## config.mk

```make
export PLATFORM = sky130hd
export DESIGN_NAME = fetch_controller
export DESIGN_NICKNAME = d
export VERILOG_FILES = /design/src/rtl/fetch_controller.sv
export SDC_FILE = /design/constraint.sdc
export NUM_CORES = 1
export LEC_CHECK = 0
export BUFFER_PORTS_ARGS = -buffer_cell sky130_fd_sc_hd__buf_2
export CAP_MARGIN = 15
export CORE_MARGIN = 8
export CORE_UTILIZATION = 45
export DETAILED_ROUTE_END_ITERATION = 8
export GPL_TIMING_DRIVEN = 0
export PLACE_DENSITY = 0.67
export REMOVE_ABC_BUFFERS = 1
export SLEW_MARGIN = 20
export SYNTH_ARGS = -nofsm -noshare
export SYNTH_HDL_FRONTEND = slang
export SYNTH_SLANG_ARGS = --single-unit
```

## constraint.sdc

```tcl
create_clock -name clk -period 8.1 [get_ports clk]
set_input_delay 1.62 -clock clk [delete_from_list [all_inputs] [get_ports clk]]
set_output_delay 1.62 -clock clk [all_outputs]
set_load 0.1 [all_outputs]
```

## src/rtl/fetch_controller.sv

```systemverilog
// Instruction fetch controller: drives the PC to instruction memory, captures
// returned words into a small FIFO and presents the head to a consumer.
// Redirects flush the buffer and reload the PC.
module fetch_controller #(
    parameter int unsigned   S        = 32,
    parameter logic [S-1:0]  RESET_PC = '0,
    parameter int unsigned   DEPTH    = 2
) (
    input  logic         clk,
    input  logic         reset,
    input  logic         fetch_en,
    output logic [S-1:0] imem_addr,
    input  logic [S-1:0] imem_data,
    input  logic         redirect_valid,
    input  logic [S-1:0] redirect_pc,
    output logic         inst_valid,
    output logic [S-1:0] inst,
    output logic [S-1:0] inst_pc,
    input  logic         inst_ready,
    output logic         misalign
);

    localparam int unsigned AW = (DEPTH > 1) ? $clog2(DEPTH) : 1;
    localparam int unsigned CW = AW + 1;

    localparam logic [0:0] IDLE = 1'b0;
    localparam logic [0:0] RUN  = 1'b1;

    logic [0:0]   state_q, state_d;
    logic [S-1:0] pc_q, pc_d;
    logic [CW-1:0] count_q, count_d;
    logic [AW-1:0] wr_ptr_q, wr_ptr_d;
    logic [AW-1:0] rd_ptr_q, rd_ptr_d;
    logic         misalign_q;
    logic [S-1:0] inst_hold_q;
    logic [S-1:0] pc_hold_q;

    logic [S-1:0] buf_inst [DEPTH];
    logic [S-1:0] buf_pc   [DEPTH];

    logic full;
    logic pop;
    logic fetch;

    // Occupancy flags, head selection and fetch/pop qualification.
    always_comb begin
        full       = (count_q == CW'(DEPTH));
        inst_valid = (count_q != '0);
        pop        = inst_valid & inst_ready;
        fetch      = (state_q == RUN) & ~redirect_valid & (~full | pop);
        // An empty buffer keeps showing whatever was last presented.
        inst       = inst_valid ? buf_inst[rd_ptr_q] : inst_hold_q;
        inst_pc    = inst_valid ? buf_pc[rd_ptr_q]   : pc_hold_q;
        imem_addr  = pc_q;
        misalign   = misalign_q;
    end

    // Next-state: FSM, PC, occupancy and pointers; redirect overrides fetch.
    always_comb begin
        state_d  = fetch_en ? RUN : IDLE;
        pc_d     = pc_q;
        count_d  = count_q;
        wr_ptr_d = wr_ptr_q;
        rd_ptr_d = rd_ptr_q;
        if (redirect_valid) begin
            pc_d     = {redirect_pc[S-1:2], 2'b00};
            count_d  = '0;
            wr_ptr_d = '0;
            rd_ptr_d = '0;
        end else begin
            if (fetch) begin
                pc_d     = pc_q + S'(4);
                wr_ptr_d = wr_ptr_q + AW'(1);
            end
            if (pop) begin
                rd_ptr_d = rd_ptr_q + AW'(1);
            end
            if (fetch && !pop) begin
                count_d = count_q + CW'(1);
            end else if (pop && !fetch) begin
                count_d = count_q - CW'(1);
            end
        end
    end

    // Control state with asynchronous reset.
    always_ff @(posedge clk or posedge reset) begin
        if (reset) begin
            state_q     <= IDLE;
            pc_q        <= RESET_PC;
            count_q     <= '0;
            wr_ptr_q    <= '0;
            rd_ptr_q    <= '0;
            misalign_q  <= 1'b0;
            inst_hold_q <= '0;
            pc_hold_q   <= '0;
        end else begin
            state_q     <= state_d;
            pc_q        <= pc_d;
            count_q     <= count_d;
            wr_ptr_q    <= wr_ptr_d;
            rd_ptr_q    <= rd_ptr_d;
            misalign_q  <= redirect_valid & (redirect_pc[1:0] != 2'b00);
            inst_hold_q <= inst;
            pc_hold_q   <= inst_pc;
        end
    end

    // Buffer storage; validity is tracked by count_q, so no reset is needed.
    always_ff @(posedge clk) begin
        if (fetch) begin
            buf_inst[wr_ptr_q] <= imem_data;
            buf_pc[wr_ptr_q]   <= pc_q;
        end
    end

endmodule

```

==> impl_metrics.tcl <==
set metrics [dict create \
    numCtsBuffers 25 \
    dp_worst_setup_slack_ns 3.88 \
    cp_slowest_stage_delay_ns 0.54 \
    crit_required_ns 6.48 \
    hold_violations 0 \
    postCtsHoldBufs 0 \
    synthFlopType "edfxtp_1" \
    synthArstFlopShare_pct 44.6 \
    synthToLayoutAreaGrowth_pct 24.0 \
    port_buffers 164 \
    synth_top_area_share_pct 42.4 \
    grt_antenna_before_repair 0 \
    crit_chain "nor2_4 > buf_12 > buf_16 > buf_16 > nand2_1 > o21ai_0 > buf_2" \
    cp-start-kind "flop" \
    clk_latency_ns 0.51 \
    drcViolationCount 0 \
    fp.dieH_um 156 \
    hpwl_um 14000 \
    status "completed" \
    drt.antenna.violating_nets 0 \
    drtIter0Drc 230 \
    cts-root-buf "clkbuf_16" \
    fin_crit_sh_pct 55.2 \
    yosysTopAreaCell "edfxtp_1" \
    yosys.cell_types.count 43 \
    path_max_fanout 29 \
    p_per_area_nw_per_um2 320 \
    grt_pass1_wl_um 32200 \
    track_usage_pct 16.7 \
    rsz0062_at_grt "no" \
    floorplan.rows 51 \
    grt_max_degree 63 \
    tns_ns 0 \
    tightest_slew_ns 0.887 \
    utilization_pct 56.4 \
    vias 5763 \
    grt_pass1_vias 5877 \
    avgSynthCellArea_sq_um 13.3 \
    drive_above_1_share_pct 26.9 \
    post_cts_buffers 0 \
    synth_edf_count 124 \
    finalWirelength_um 20100 \
    place.gp.congestion 0.743 \
    grt_overflow 0 \
    path_class "flop to primary output" \
    clock_skew_ns 0.0122 \
    final_nets 907 \
    ys_warn_count 0 \
    clk_pin_slew_worst_paths_ns 0.06 \
    postLayoutCellArea_sq_um 10900 \
    fp.dieArea_sq_um 24300 \
    h-tree-depth 1 \
    cap_violations 0 \
    crit_top_cell "buf_16" \
    syn-cell-area_sq_um 8790 \
    wl_per_cell_um 18.0 \
    fmax_mhz 223 \
    end_kind "primary output" \
    slew_headroom_pct 40.8 \
    synth.area.top_cells "edfxtp_1, dfrtp_1, mux2i_1, o21ai_0, nand2_1" \
    pin_count 167 \
    irDropWorstVdd_uv 182 \
    clkSinkCount 224 \
    syn_inst 662 \
    hp-class "flop to flop" \
    synth-seq-area-share_pct 70.8 \
    cts_tree "done" \
    post_cts_resize_count 0 \
    dp.cells 1075 \
    final.setup.worst_slack_ns 3.62 \
    setup_viol 0 \
    die_w_um 156 \
    drv_slew 0 \
    first_pass_iters 4 \
    vias_per_cell 5.15 \
    leakage_nw 4.36 \
    coreArea_sq_um 19300 \
    ys_ff_latch 224 \
    num_antenna_cells 0 \
    finalCriticalPeriod_ns 4.48 \
    placed_cell_area_sq_um 10100 \
    cpMaxStageDelayCell "nor2_4" \
    cts_buffer_depth 3 \
    crit_arrival_ns 2.86 \
    start_util_pct 45.5 \
    stdcell_count 1119 \
]
## registers in the layout, indices dropped and copies added (netlist names), 2 cells and up
register and cells:
buf_inst 64, count_q 2, buf_pc 60, pc_hold_q 32
imem_addr 30, inst_hold_q 32
## cells in the mapped netlist, drive strengths merged (2+ instances only)
master  count
xor2        6
o31ai       7
a21oi       5
nor3        7
or4        12
dfrtp     100
nor4        5
a22oi       2
clkbuf     29
o21ai      82
xnor2       5
mux2i      64
inv         5
and2        3
and4        5
nor2b       7
nor2       20
a31oi      11
nand3      25
nor3b       4
buf         9
nand2      90
o211ai      4
nand4      10
edfxtp    124
and3        3
or3         5
## final cells by class
| cell class | count | area [sq um] |
|---|---|---|
| Tap cell | 265 | 332 |
| Sequential cell | 224 | 6230 |
| Clock inverter | 10 | 81.3 |
| Multi-Input combinational cell | 395 | 2410 |
| Clock buffer | 34 | 721 |
| Timing Repair Buffer | 185 | 1100 |
| Inverter | 6 | 27.5 |
| Fill cell | 1650 | 8430 |
## power by group
part / switching, W / internal, W / total [W] / leakage [nW]
Sequential: 0.0000692 / 0.00133 / 0.00140 / 2.34
Combinational: 0.000854 / 0.000159 / 0.00101 / 1.63
Clock: 0.000427 / 0.000652 / 0.00108 / 0.391
## path summary, 6_finish.rpt
path                       slack (ns)    startpoint               to  cells past startpoint
setup / recovery                 3.62    count_q[0]          inst[8]                      7
hold / removal                   0.48  pc_hold_q[1]     pc_hold_q[1]                      1
setup reg to reg                 5.15    count_q[1]  buf_inst[1][24]                      7
hold reg to reg                  0.48  pc_hold_q[1]     pc_hold_q[1]                      1
max in group asynchronous        6.26         reset         rd_ptr_q                      3
min in group asynchronous        1.14         reset   inst_hold_q[4]                      2
## placed cells by master (no fill, tap or decap), types with 4 or more instances in the layout
cell type  synthesis  routed
nand4_1            9       9
xor2_1             6       6
clkbuf_1          29       4
edfxtp_1         124     124
or3_1              5       5
o31ai_1            7       7
or4_1             12      12
buf_4              2      12
clkinv_2           0       4
clkbuf_8           0       4
nand2_1           90      90
xnor2_1            5       5
nand3_1           25      25
clkbuf_16          0      26
o211ai_1           4       4
buf_16             0       5
a21oi_1            5       5
dfrtp_1          100      99
nor3_1             7       6
nor4_1             5       5
buf_2              3     164
inv_1              5       4
o21ai_0           82      82
nor2b_1            7       7
nor2_1            20      19
mux2i_1           64      64
a31oi_1           11      11
and4_1             5       5
## per-stage QoR
step | hold slack, ns | total power, W
2_1_floorplan | 0.518 | 0.00224
3_3_place_gp | 0.460 | 0.00243
3_5_place_dp | 0.464 | 0.00244
4_1_cts | 0.482 | 0.00353
5_1_grt | 0.498 | 0.00363
6_report | 0.479 | 0.00349
## critical path: cells and delay by family, from the launching register on
kind,cells,cell delay (ns)
buffers and inverters,4,1.13
AND/OR/NAND/NOR,2,0.60
AO/OA/AOI/OAI,1,0.14
flip-flops,1,0.46
## logic make-up (layout without fill, tap and decap cells)
| kind of cell | after synthesis | count (layout) | synth area share [%] |
|---|---|---|---|
| other | 1 | 2 | 0.0427 |
| AO/OA/AOI/OAI | 117 | 117 | 7.44 |
| adder cells (fa/ha/maj) | 1 | 1 | 0.142 |
| buffers and inverters | 44 | 235 | 2.01 |
| multiplexers | 64 | 64 | 7.29 |
| AND/OR/NAND/NOR | 200 | 200 | 11.2 |
| XOR/XNOR | 11 | 11 | 1.10 |
| flip-flops | 224 | 224 | 70.8 |
## routing by layer
| layer | share of wire, % | vias up | track usage (%) |
|---|---|---|---|
| met4 | 1.1 | 0 | 3.56 |
| li1 | - | 2819 | - |
| met3 | 7.5 | 21 | 4.10 |
| met1 | 44 | 2748 | 22.1 |
| met2 | 48 | 175 | 27.3 |
| met5 | 0 | - | 0 |
No activity file was read; power rests on OpenSTA's default activity.
